**src/rtl/dmem_arbiter.sv**
```systemverilog
// Round-robin arbiter sharing one synchronous DMEM between the LSU (port 0)
// and a loader/debug master (port 1), with a bounded port-1 burst lock.
module dmem_arbiter #(
  parameter int XLEN     = 32,
  parameter int AW       = 10,
  parameter int LOCK_MAX = 8
) (
  input  logic              clk,
  input  logic              rst_n,
  input  logic              m0_valid,
  output logic              m0_ready,
  input  logic              m0_we,
  input  logic [AW-1:0]     m0_addr,
  input  logic [XLEN-1:0]   m0_wdata,
  input  logic [XLEN/8-1:0] m0_wstrb,
  output logic              m0_resp_valid,
  output logic [XLEN-1:0]   m0_rdata,
  input  logic              m1_valid,
  output logic              m1_ready,
  input  logic              m1_we,
  input  logic [AW-1:0]     m1_addr,
  input  logic [XLEN-1:0]   m1_wdata,
  input  logic [XLEN/8-1:0] m1_wstrb,
  input  logic              m1_lock,
  output logic              m1_resp_valid,
  output logic [XLEN-1:0]   m1_rdata,
  output logic              mem_en,
  output logic              mem_we,
  output logic [AW-1:0]     mem_addr,
  output logic [XLEN-1:0]   mem_wdata,
  output logic [XLEN/8-1:0] mem_wstrb,
  input  logic [XLEN-1:0]   mem_rdata
);

  localparam int CW = $clog2(LOCK_MAX + 1);
  localparam logic [CW-1:0] CNT_LAST = CW'(LOCK_MAX - 1);

  typedef enum logic {
    ARB,
    LOCKED
  } state_e;

  state_e        state_q, state_d;
  logic          ptr_q, ptr_d;
  logic [CW-1:0] cnt_q, cnt_d;
  logic          rv_q, rv_d;
  logic          rport_q, rport_d;
  logic          rwe_q, rwe_d;
  logic          g0, g1;

  always_comb begin
    state_d = state_q;
    ptr_d   = ptr_q;
    cnt_d   = cnt_q;
    g0      = 1'b0;
    g1      = 1'b0;
    unique case (state_q)
      ARB: begin
        g0 = m0_valid & (~m1_valid | ~ptr_q);
        g1 = m1_valid & (~m0_valid | ptr_q);
        if (g0) ptr_d = 1'b1;
        if (g1) begin
          ptr_d = 1'b0;
          if (m1_lock) begin
            state_d = LOCKED;
            cnt_d   = '0;
          end
        end
      end
      LOCKED: begin
        g1    = m1_valid;
        cnt_d = cnt_q + CW'(1);
        // forced release bounds port-0 starvation
        if ((cnt_q == CNT_LAST) || (g1 & ~m1_lock)) begin
          state_d = ARB;
          ptr_d   = 1'b0;
          cnt_d   = '0;
        end
      end
    endcase
  end

  // reset masks grants combinationally, not only at the next edge
  assign m0_ready = g0 & rst_n;
  assign m1_ready = g1 & rst_n;

  always_comb begin
    mem_en    = 1'b0;
    mem_we    = 1'b0;
    mem_addr  = '0;
    mem_wdata = '0;
    mem_wstrb = '0;
    unique case (1'b1)
      m0_ready: begin
        mem_en    = 1'b1;
        mem_we    = m0_we;
        mem_addr  = m0_addr;
        mem_wdata = m0_wdata;
        mem_wstrb = m0_wstrb;
      end
      m1_ready: begin
        mem_en    = 1'b1;
        mem_we    = m1_we;
        mem_addr  = m1_addr;
        mem_wdata = m1_wdata;
        mem_wstrb = m1_wstrb;
      end
      default: ;
    endcase
  end

  always_comb begin
    rv_d    = mem_en;
    rport_d = m1_ready;
    rwe_d   = mem_we;
  end

  always_ff @(posedge clk or negedge rst_n) begin
    if (!rst_n) begin
      state_q <= ARB;
      ptr_q   <= 1'b0;
      cnt_q   <= '0;
      rv_q    <= 1'b0;
      rport_q <= 1'b0;
      rwe_q   <= 1'b0;
    end else begin
      state_q <= state_d;
      ptr_q   <= ptr_d;
      cnt_q   <= cnt_d;
      rv_q    <= rv_d;
      rport_q <= rport_d;
      rwe_q   <= rwe_d;
    end
  end

  assign m0_resp_valid = rv_q & ~rport_q;
  assign m1_resp_valid = rv_q & rport_q;
  assign m0_rdata = (m0_resp_valid & ~rwe_q) ? mem_rdata : '0;
  assign m1_rdata = (m1_resp_valid & ~rwe_q) ? mem_rdata : '0;

endmodule

```
**config.mk**
```make
export PLATFORM = sky130hd
export DESIGN_NAME = dmem_arbiter
export DESIGN_NICKNAME = d
export VERILOG_FILES = /design/src/rtl/dmem_arbiter.sv
export SDC_FILE = /design/constraint.sdc
export NUM_CORES = 1
export LEC_CHECK = 0
export BUFFER_PORTS_ARGS = -buffer_cell sky130_fd_sc_hd__buf_4
export CORE_AREA = 2 2 95 97
export DETAILED_ROUTE_END_ITERATION = 12
export DIE_AREA = 0 0 97 99
export HOLD_SLACK_MARGIN = 0.05
export PLACE_DENSITY = 0.58
export SYNTH_ARGS = -nofsm -noshare
export SYNTH_HDL_FRONTEND = slang
export SYNTH_SLANG_ARGS = --single-unit
```
**constraint.sdc**
```tcl
create_clock -name clk -period 4.44 [get_ports clk]
set_clock_uncertainty 0.15 [all_clocks]
set_input_delay 1.11 -clock clk [delete_from_list [all_inputs] [get_ports clk]]
set_output_delay 1.11 -clock clk [all_outputs]
set_load 0.05 [all_outputs]
```
==> results of run 1 <==
Yosys cell counts:
cell type	n	area [um2]
a21oi_1	2	10.0
a21oi_2	1	8.76
a22o_1	47	412
a31o_2	1	8.76
a31oi_1	2	12.5
and2_1	65	407
and3b_1	1	8.76
and4b_1	1	10.0
buf_1	3	11.3
buf_2	4	20.0
buf_4	1	7.51
buf_6	2	22.5
clkbuf_1	7	26.3
dfrtp_1	9	225
ha_1	1	12.5
inv_1	5	18.8
mux2i_1	1	10.0
nand2_1	1	3.75
nand2b_1	3	18.8
nand3_1	2	10.0
nand3b_1	2	15.0
nand4_1	2	12.5
nor2_1	1	3.75
nor2b_1	1	6.26
nor3b_1	1	7.51
o221ai_1	2	17.5
o2bb2ai_1	1	8.76
o311a_1	1	10.0
or2_2	2	12.5
path summary, 6_finish.rpt:
path                                 end  slack, ns  depth (start not counted)
worst max register to register      rv_q       2.59                          3
worst min-delay path            cnt_q[1]       0.38                          1
max in group asynchronous        rport_q       3.43                          1
worst min register to register  cnt_q[1]       0.38                          1
worst max-delay path              mem_en       0.65                          6
min in group asynchronous       cnt_q[2]       0.56                          1
stage by stage:
| step | util, % | worst slack [ns] | total power [mW] |
|---|---|---|---|
| detailed placement | 38.6 | 0.644 | 1.05 |
| global placement | 38.6 | 0.644 | 1.05 |
| finish | 39.1 | 0.649 | 1.14 |
| global route | 39.1 | 0.531 | 1.21 |
| floorplan | - | 0.959 | 0.741 |
| CTS | 39.1 | 0.643 | 1.16 |
cells by family (layout without fill, tap and decap cells):
family,count (synthesis),count (layout)
simple gates,82,82
compound gates,57,57
buf+inv,22,258
flops,9,9
fa+ha+maj,1,1
mux,1,1
power groups by stage:
stage                     Clock, mW  Sequential, mW  Combinational (mW)
after floorplan                   0           0.132               0.609
after global placement            0           0.151               0.896
after detailed placement          0           0.151               0.898
after CTS                     0.106           0.151               0.899
after global routing          0.108           0.156               0.942
final                        0.0988           0.150               0.891
critical path, stage by stage:
cell and delay [ns]:
buf_4 0.10, inv_1 0.04, o311a_2 0.54, buf_12 0.23
or2_2 0.31, buf_4 0.19
layout by cell type, fill, tap and decap left out, drive strengths merged:
cell type | synthesis | layout
inv | 5 | 5
a21oi | 3 | 3
a22o | 47 | 47
nand3b | 2 | 2
o2bb2ai | 1 | 1
nand3 | 2 | 2
nor3b | 1 | 1
nand2b | 3 | 3
o311a | 1 | 1
nor2b | 1 | 1
mux2i | 1 | 1
buf | 10 | 249
nor2 | 1 | 1
and2 | 65 | 65
nand4 | 2 | 2
a31o | 1 | 1
clkbuf | 7 | 3
nand2 | 1 | 1
and4b | 1 | 1
ha | 1 | 1
o221ai | 2 | 2
dfrtp | 9 | 9
and3b | 1 | 1
or2 | 2 | 2
clkinv | 0 | 1
a31oi | 2 | 2
state kept, by name, summed over array words and instances, names as in the netlist:
register / cells
rv_q: 1
ptr_q: 1
rwe_q: 1
state_q: 1
rport_q: 1
cnt_q: 4
cell type report:
| class | count | area share, % |
|---|---|---|
| multi-input combinational | 141 | 31.1 |
| tap | 108 | 4.04 |
| clock buffer | 3 | 1.23 |
| timing repair buffer | 249 | 56.2 |
| sequential | 9 | 6.73 |
| inverter | 5 | 0.561 |
| clock inverter | 1 | 0.150 |
metal layers:
metal  vias up  wire length (um)  GRT usage, %
met5         -                 0             0
met3         2               649          2.98
met4         0                36          3.36
li1       1097                 -             -
met2       144              4040          28.1
met1       979              2860          16.4
==> results.toml, run 1 <==
[run_status]
status = "finished clean"

[critical_path]
critPathArrivalTime_ns = 2.53
r2r-start = "ptr_q"
crit_path_start = "m0_valid"
critPathMaxFanout = 29
path_class = "in2out"
endpoint_kind = "output port"
cp-start-kind = "input pin"
required_ns = 3.18

[power]
internal_power_mw = 0.492
power_frac_clock_pct = 8.7
powerDensity_mw_per_mm2 = 340
p_sw_share_pct = 56.8
pwr-share-comb_pct = 78.2
p_sw_mw = 0.647
p_leak_nw = 1.85
seqPwrFrac_pct = 13.2
vdd_drop_max_mv = 0.141

[final_layout]
fill_cells = 899
num_antenna_cells = 0
design_area_mm2 = 0.00335
final-seq-area_um2 = 225
multiInputGateArea_mm2 = 0.00104
instances_no_fill = 516
drive_above_1_share_pct = 63.5
syn2layout_area_growth_pct = 147
layout.nets = 541

[yosys]
ys_warn_count = 0
synthesis.nets = 304
synth.avg_cell_area_um2 = 7.89
synth_xor_area_share_pct = 0
synth_top_family_by_area = "simple AND/OR/NAND/NOR gates"
synth_fa_ha_area_share_pct = 0.922
synth_cell_types = 29
syn_inst = 172
yosysSeqAreaShare_pct = 16.6
synth_mux_area_share_pct = 0.737
synth_compound_area_share_pct = 35.9
synth-simple-area-share_pct = 38.0
ys_ff_latch = 9
netlist_area_mm2 = 0.00136

[grt]
grt_max_degree = 50
antenna_found_initial = 0
gr-total-overflow = 0
grt_use_total_pct = 14.6
grt_first_pass_wirelength_um = 11500
grt_pass1_vias = 2278

[sta]
hold_slack_ns = 0.379
fin_crit_sh_pct = 85.4
grt_setup_unrepaired = "false"
slew_headroom_pct = 46.5
worst_pin_slew_ns = 0.803
fmax_mhz = 264
hold_viol_final = 0
tns_ns = 0
post-route-min-period_ns = 3.79
slew_violations = 0
finalSetupViolCount = 0

[cts]
tritoncts = "built"
cts_max_level = 1
ctsRootBufferMaster = "clkbuf_8"
clkSinkCount = 9
post_cts_buffers = 0
cts.hold.buffers_added = 0
cts_buffers = 3
clk_latency_ns = 0.23
cts_buffer_depth = 2
path_clk_slew_ns = 0.05
cts_resized = 0

[placement]
post-place-cells = 512
port_buffers = 246
gp_congestion = 0.791
dp_hpwl_um = 6630
place_area_mm2 = 0.00330

[detailed_routing]
wire_per_inst_um = 14.7
first_pass_iters = 3
via_per_inst = 4.31
vias = 2222
drc = 0
drtIter0Drc = 28
ant_nets = 0
routed_wl_um = 7590

[floorplan]
die_w_um = 97
core-area_mm2 = 0.00855
io_pins = 247
dieArea_mm2 = 0.00960
row_count = 34
start_util_pct = 15.9
die_h_um = 99

[min_path]
hp-class = "reg2reg"
hold_start = "cnt_q[1]"

[job]
max-cap-violations = 0
(Power assumes the default switching activity.)
==> inputs of run 2 (changes only) <==
==> constraint.sdc (replaced) <==
create_clock -name clk -period 4.44 [get_ports clk]
set_clock_uncertainty 0.15 [all_clocks]
set_input_delay 0.444 -clock clk [delete_from_list [all_inputs] [get_ports clk]]
set_output_delay 0.444 -clock clk [all_outputs]
set_load 0.05 [all_outputs]
==> results.toml, run 2 (synthesis results as in run 1) <==
[detailed_routing]
via_per_inst = 4.29
drc = 0
routed_wl_um = 7600
wire_per_inst_um = 14.7
first_pass_iters = 4
vias = 2216
drtIter0Drc = 38
ant_nets = 0

[sta]
post-route-min-period_ns = 3.21
grt_setup_unrepaired = "false"
slew_headroom_pct = 35.2
hold_viol_final = 0
fin_crit_sh_pct = 72.3
fmax_mhz = 311
finalSetupViolCount = 0
slew_violations = 0
tns_ns = 0
worst_pin_slew_ns = 0.972

[grt]
grt_max_degree = 51
grt_first_pass_wirelength_um = 11200
gr-total-overflow = 0
grt_pass1_vias = 2150
antenna_found_initial = 0
grt_use_total_pct = 14.1

[min_path]
whs_path_depth = 2
hp-class = "in2reg"

[final_layout]
final_cell_mix = "buf_4, and2_1, a22o_1, dfrtp_1, inv_1"
fill_cells = 885
mostFrequentLayoutCell = "buf_4"
largest_register_ffs = 4
layout.nets = 541
design_area_mm2 = 0.00334
final-seq-area_um2 = 225
num_antenna_cells = 0
largest-register = "cnt_q"
multiInputGateArea_mm2 = 0.00104
drive_above_1_share_pct = 63.0
syn2layout_area_growth_pct = 146

[floorplan]
row_count = 34
die_h_um = 99
dieArea_mm2 = 0.00960
io_pins = 247
core-area_mm2 = 0.00855
die_w_um = 97
start_util_pct = 15.9

[run_status]
status = "finished clean"

[power]
p_leak_nw = 1.84
vdd_drop_max_mv = 0.166
power_mw = 1.13
powerDensity_mw_per_mm2 = 339

[critical_path]
r2r_cells = 4
critPathMaxFanout = 26
path_class = "in2out"
cp-start-kind = "input pin"
endpoint_kind = "output port"
required_ns = 3.85
critPathArrivalTime_ns = 2.62

[cts]
tritoncts = "built"
ctsRootBufferMaster = "clkbuf_8"
cts_buffer_depth = 2
cts.hold.buffers_added = 1
clkSinkCount = 9
cts_buffers = 3
path_clk_slew_ns = 0.04
cts_resized = 0
clk_latency_ns = 0.23
post_cts_buffers = 0
cts_max_level = 1

[placement]
dp_hpwl_um = 6600
gp_congestion = 0.787
port_buffers = 246
place_area_mm2 = 0.00328

[job]
max-cap-violations = 0
## run 2: where the power goes
part	total, mW	internal, mW	switching (mW)
combinational	0.889	0.317	0.572
sequential	0.150	0.111	0.0392
clock	0.0925	0.0624	0.0301
## run 2: area by class of cell
class / count / area share, %
Timing Repair Buffer: 249 / 56.1
Sequential cell: 9 / 6.75
Clock buffer: 4 / 1.35
Multi-Input combinational cell: 141 / 31.2
Tap cell: 108 / 4.05
Inverter: 5 / 0.563
## run 2: layer usage
layer,share of wire (%),vias to the layer above,global-route usage (%)
li1,-,1098,-
met1,37,972,15.9
met2,53,144,26.4
met3,10,2,4.26
met4,0.22,0,2.60
met5,0,-,0
## run 2: worst paths after layout
path | from | end | slack, ns
worst max-delay path | rst_n | mem_addr[9] | 1.23
worst min-delay path | m0_we | rwe_q | 0.37
worst max register to register | state_q | rv_q | 2.43
worst min register to register | cnt_q[0] | cnt_q[0] | 0.38
max in group asynchronous | rst_n | rport_q | 3.57
min in group asynchronous | rst_n | cnt_q[2] | 0.43
## run 2: critical path, stage by stage
cell and delay, ns:
dlygate4sd3_1 0.52, buf_4 0.18, nand3b_1 0.14, a21oi_4 0.52, buf_4 0.38, a22o_1 0.20, buf_4 0.21
## run 2: metrics by stage
step                setup slack [ns]  std cells  hold WS [ns]  util (%)
global route                    1.02        516         0.379      39.0
floorplan                       2.21        172      -0.00159         -
CTS                             1.18        516         0.379      39.0
global placement                1.80        511         0.127      38.4
finish                          1.23        516         0.367      39.0
detailed placement              1.75        511         0.130      38.4
==> inputs of run 3 (changes only) <==
Settings changed: ABC_AREA from default to 1, PLACE_DENSITY 0.58 to 0.59.
Clock period 4.44 ns to 3.24 ns, I/O delays scaled along.
==> results.toml, run 3 <==
[sta]
fin_crit_sh_pct = 91.2
layout_setup_ws_ns = 0.286
grt_setup_unrepaired = "false"
post-route-min-period_ns = 2.95
worst_pin_slew_ns = 1.03
fmax_mhz = 339
tns_ns = 0
finalSetupViolCount = 0
hold_viol_final = 0
slew_headroom_pct = 31.1
slew_violations = 0

[detailed_routing]
routed_wl_um = 8160
wire_per_inst_um = 12.4
ant_nets = 0
via_per_inst = 4.00
first_pass_iters = 4
drc = 0
vias = 2633
drtIter0Drc = 107

[cts]
post_cts_buffers = 0
tritoncts = "built"
path_clk_slew_ns = 0.04
clk_latency_ns = 0.24
ctsRootBufferMaster = "clkbuf_8"
cts_buffer_depth = 2
cts_resized = 0
clkSinkCount = 9
cts_max_level = 1
cts_buffers = 3

[yosys]
synth_edf_count = 0
syn_inst = 313
synthesis.nets = 445
synth.avg_cell_area_um2 = 4.67
synth_largest_area_cell = "nand2_1"
synth_top_area_share_pct = 41.9
ys_warn_count = 0
ys_ff_latch = 9
synth_common_cells = "nand2_1, nor2_1, inv_1"
yosysSeqAreaShare_pct = 15.4
synthFlopType = "dfrtp_1"
synth_async_sr_flop_share_pct = 100
synth_cell_types = 18
netlist_area_mm2 = 0.00146
synth.area.top_cells = "nand2_1, nor2_1, dfrtp_1"
synth_most_common_cell = "nand2_1"

[power]
p_leak_nw = 2.25
vdd_drop_max_mv = 0.229
seqPwrFrac_pct = 8.2
pwr-share-comb_pct = 86.1
internal_power_mw = 0.807
p_sw_share_pct = 65.5
power_frac_clock_pct = 5.6
p_sw_mw = 1.53
powerDensity_mw_per_mm2 = 686

[critical_path]
worst_r2r_endpoint = "rwe_q"
critPathMaxFanout = 49
cp-start-kind = "input pin"
endpoint_kind = "output port"
r2r_cells = 5
r2r-start = "state_q"
critPathArrivalTime_ns = 2.48
rrSetupSlack_ns = 1.50
cp-endpoint = "mem_addr[0]"
crit_path_start = "rst_n"
path_class = "in2out"
required_ns = 2.77

[placement]
pre_cts_ws_ns = 0.814
post-place-cells = 653
place_area_mm2 = 0.00335
gp_congestion = 1.02
dp_hpwl_um = 6940
port_buffers = 246

[run_status]
status = "finished clean"

[final_layout]
design_area_mm2 = 0.00341
instances_no_fill = 658
fill_cells = 935
mostFrequentLayoutCell = "buf_4"
final_cell_mix = "buf_4, nand2_1, nor2_1, inv_1, dfrtp_1"
largest-register = "cnt_q"
num_antenna_cells = 0
drive_above_1_share_pct = 46.9
multiInputGateArea_um2 = 971
final-seq-area_um2 = 225
layout.nets = 683
syn2layout_area_growth_pct = 134
largest_register_ffs = 4

[grt]
antenna_found_initial = 0
gr-total-overflow = 0
grt_first_pass_wirelength_um = 12300
grt_pass1_vias = 2463
grt_max_degree = 50
grt_use_total_pct = 15.5

[floorplan]
start_util_pct = 17.1
die_w_um = 97
row_count = 34
core-area_mm2 = 0.00855
die_h_um = 99
dieArea_mm2 = 0.00960
io_pins = 247

[job]
max-cap-violations = 0

[min_path]
hp-class = "in2reg"
[run 3: stage by stage]
step	total power, mW	hold WS [ns]	util [%]
after floorplan	1.59	-0.122	-
after global placement	2.21	0.00767	39.2
after detailed placement	2.22	0.00837	39.2
after CTS	2.36	0.168	39.9
after global routing	2.47	0.208	39.9
final	2.34	0.168	39.9
[run 3: worst min-delay path by stage]
stage	startpoint	end	slack (ns)	depth (start not counted)
floorplan	rst_n	cnt_q[0]	-0.12	0
global placement	rst_n	cnt_q[1]	0.008	1
detailed placement	rst_n	cnt_q[3]	0.008	1
CTS	m1_we	rwe_q	0.17	3
global route	m1_we	rwe_q	0.21	3
finish	m1_we	rwe_q	0.17	3
[run 3: cells by family (layout without fill, tap and decap cells)]
family	count (synthesis)	after routing	share of synthesized area (%)
adder cells (fa/ha/maj)	1	1	0.857
flip-flops	9	9	15.4
AO/OA/AOI/OAI	5	5	1.71
XOR/XNOR	1	1	0.600
AND/OR/NAND/NOR	238	238	63.3
buffers and inverters	59	296	18.1
[run 3: power groups by stage]
stage | registers [mW] | clock network, mW | logic [mW]
after floorplan | 0.182 | 0 | 1.41
after global placement | 0.189 | 0 | 2.03
after detailed placement | 0.193 | 0 | 2.03
after CTS | 0.192 | 0.134 | 2.03
after global routing | 0.199 | 0.143 | 2.13
final | 0.193 | 0.132 | 2.02
[run 3: worst max-delay path, stage by stage]
cell and delay, ns:
dlygate4sd3_1 0.53, buf_4 0.18, inv_1 0.11, a21oi_1 0.19, nand2_2 0.09, inv_2 0.57
nand2_1 0.10, nand2_1 0.14, buf_4 0.22
[run 3: layer usage]
| metal | part of all wire (%) | wire length (um) | global-route usage, % |
|---|---|---|---|
| met1 | 39 | 3200 | 19.2 |
| met3 | 9.0 | 732 | 3.33 |
| met4 | 1.3 | 110 | 3.68 |
| met2 | 50 | 4110 | 27.4 |
| met5 | 0 | 0 | 0 |
[run 3: timing repair]
action / in CTS / in global routing
setup endpoints to repair: 0 / 0
hold buffers: 1 / 0
hold endpoints to repair: 9 / 0
[run 3: layout make-up]
type / instances / share of cell area (%)
inverter: 43 / 4.73
timing repair buffer: 249 / 54.9
multi-input combinational: 245 / 28.5
clock buffer: 4 / 1.32
tap: 108 / 3.96
sequential: 9 / 6.61
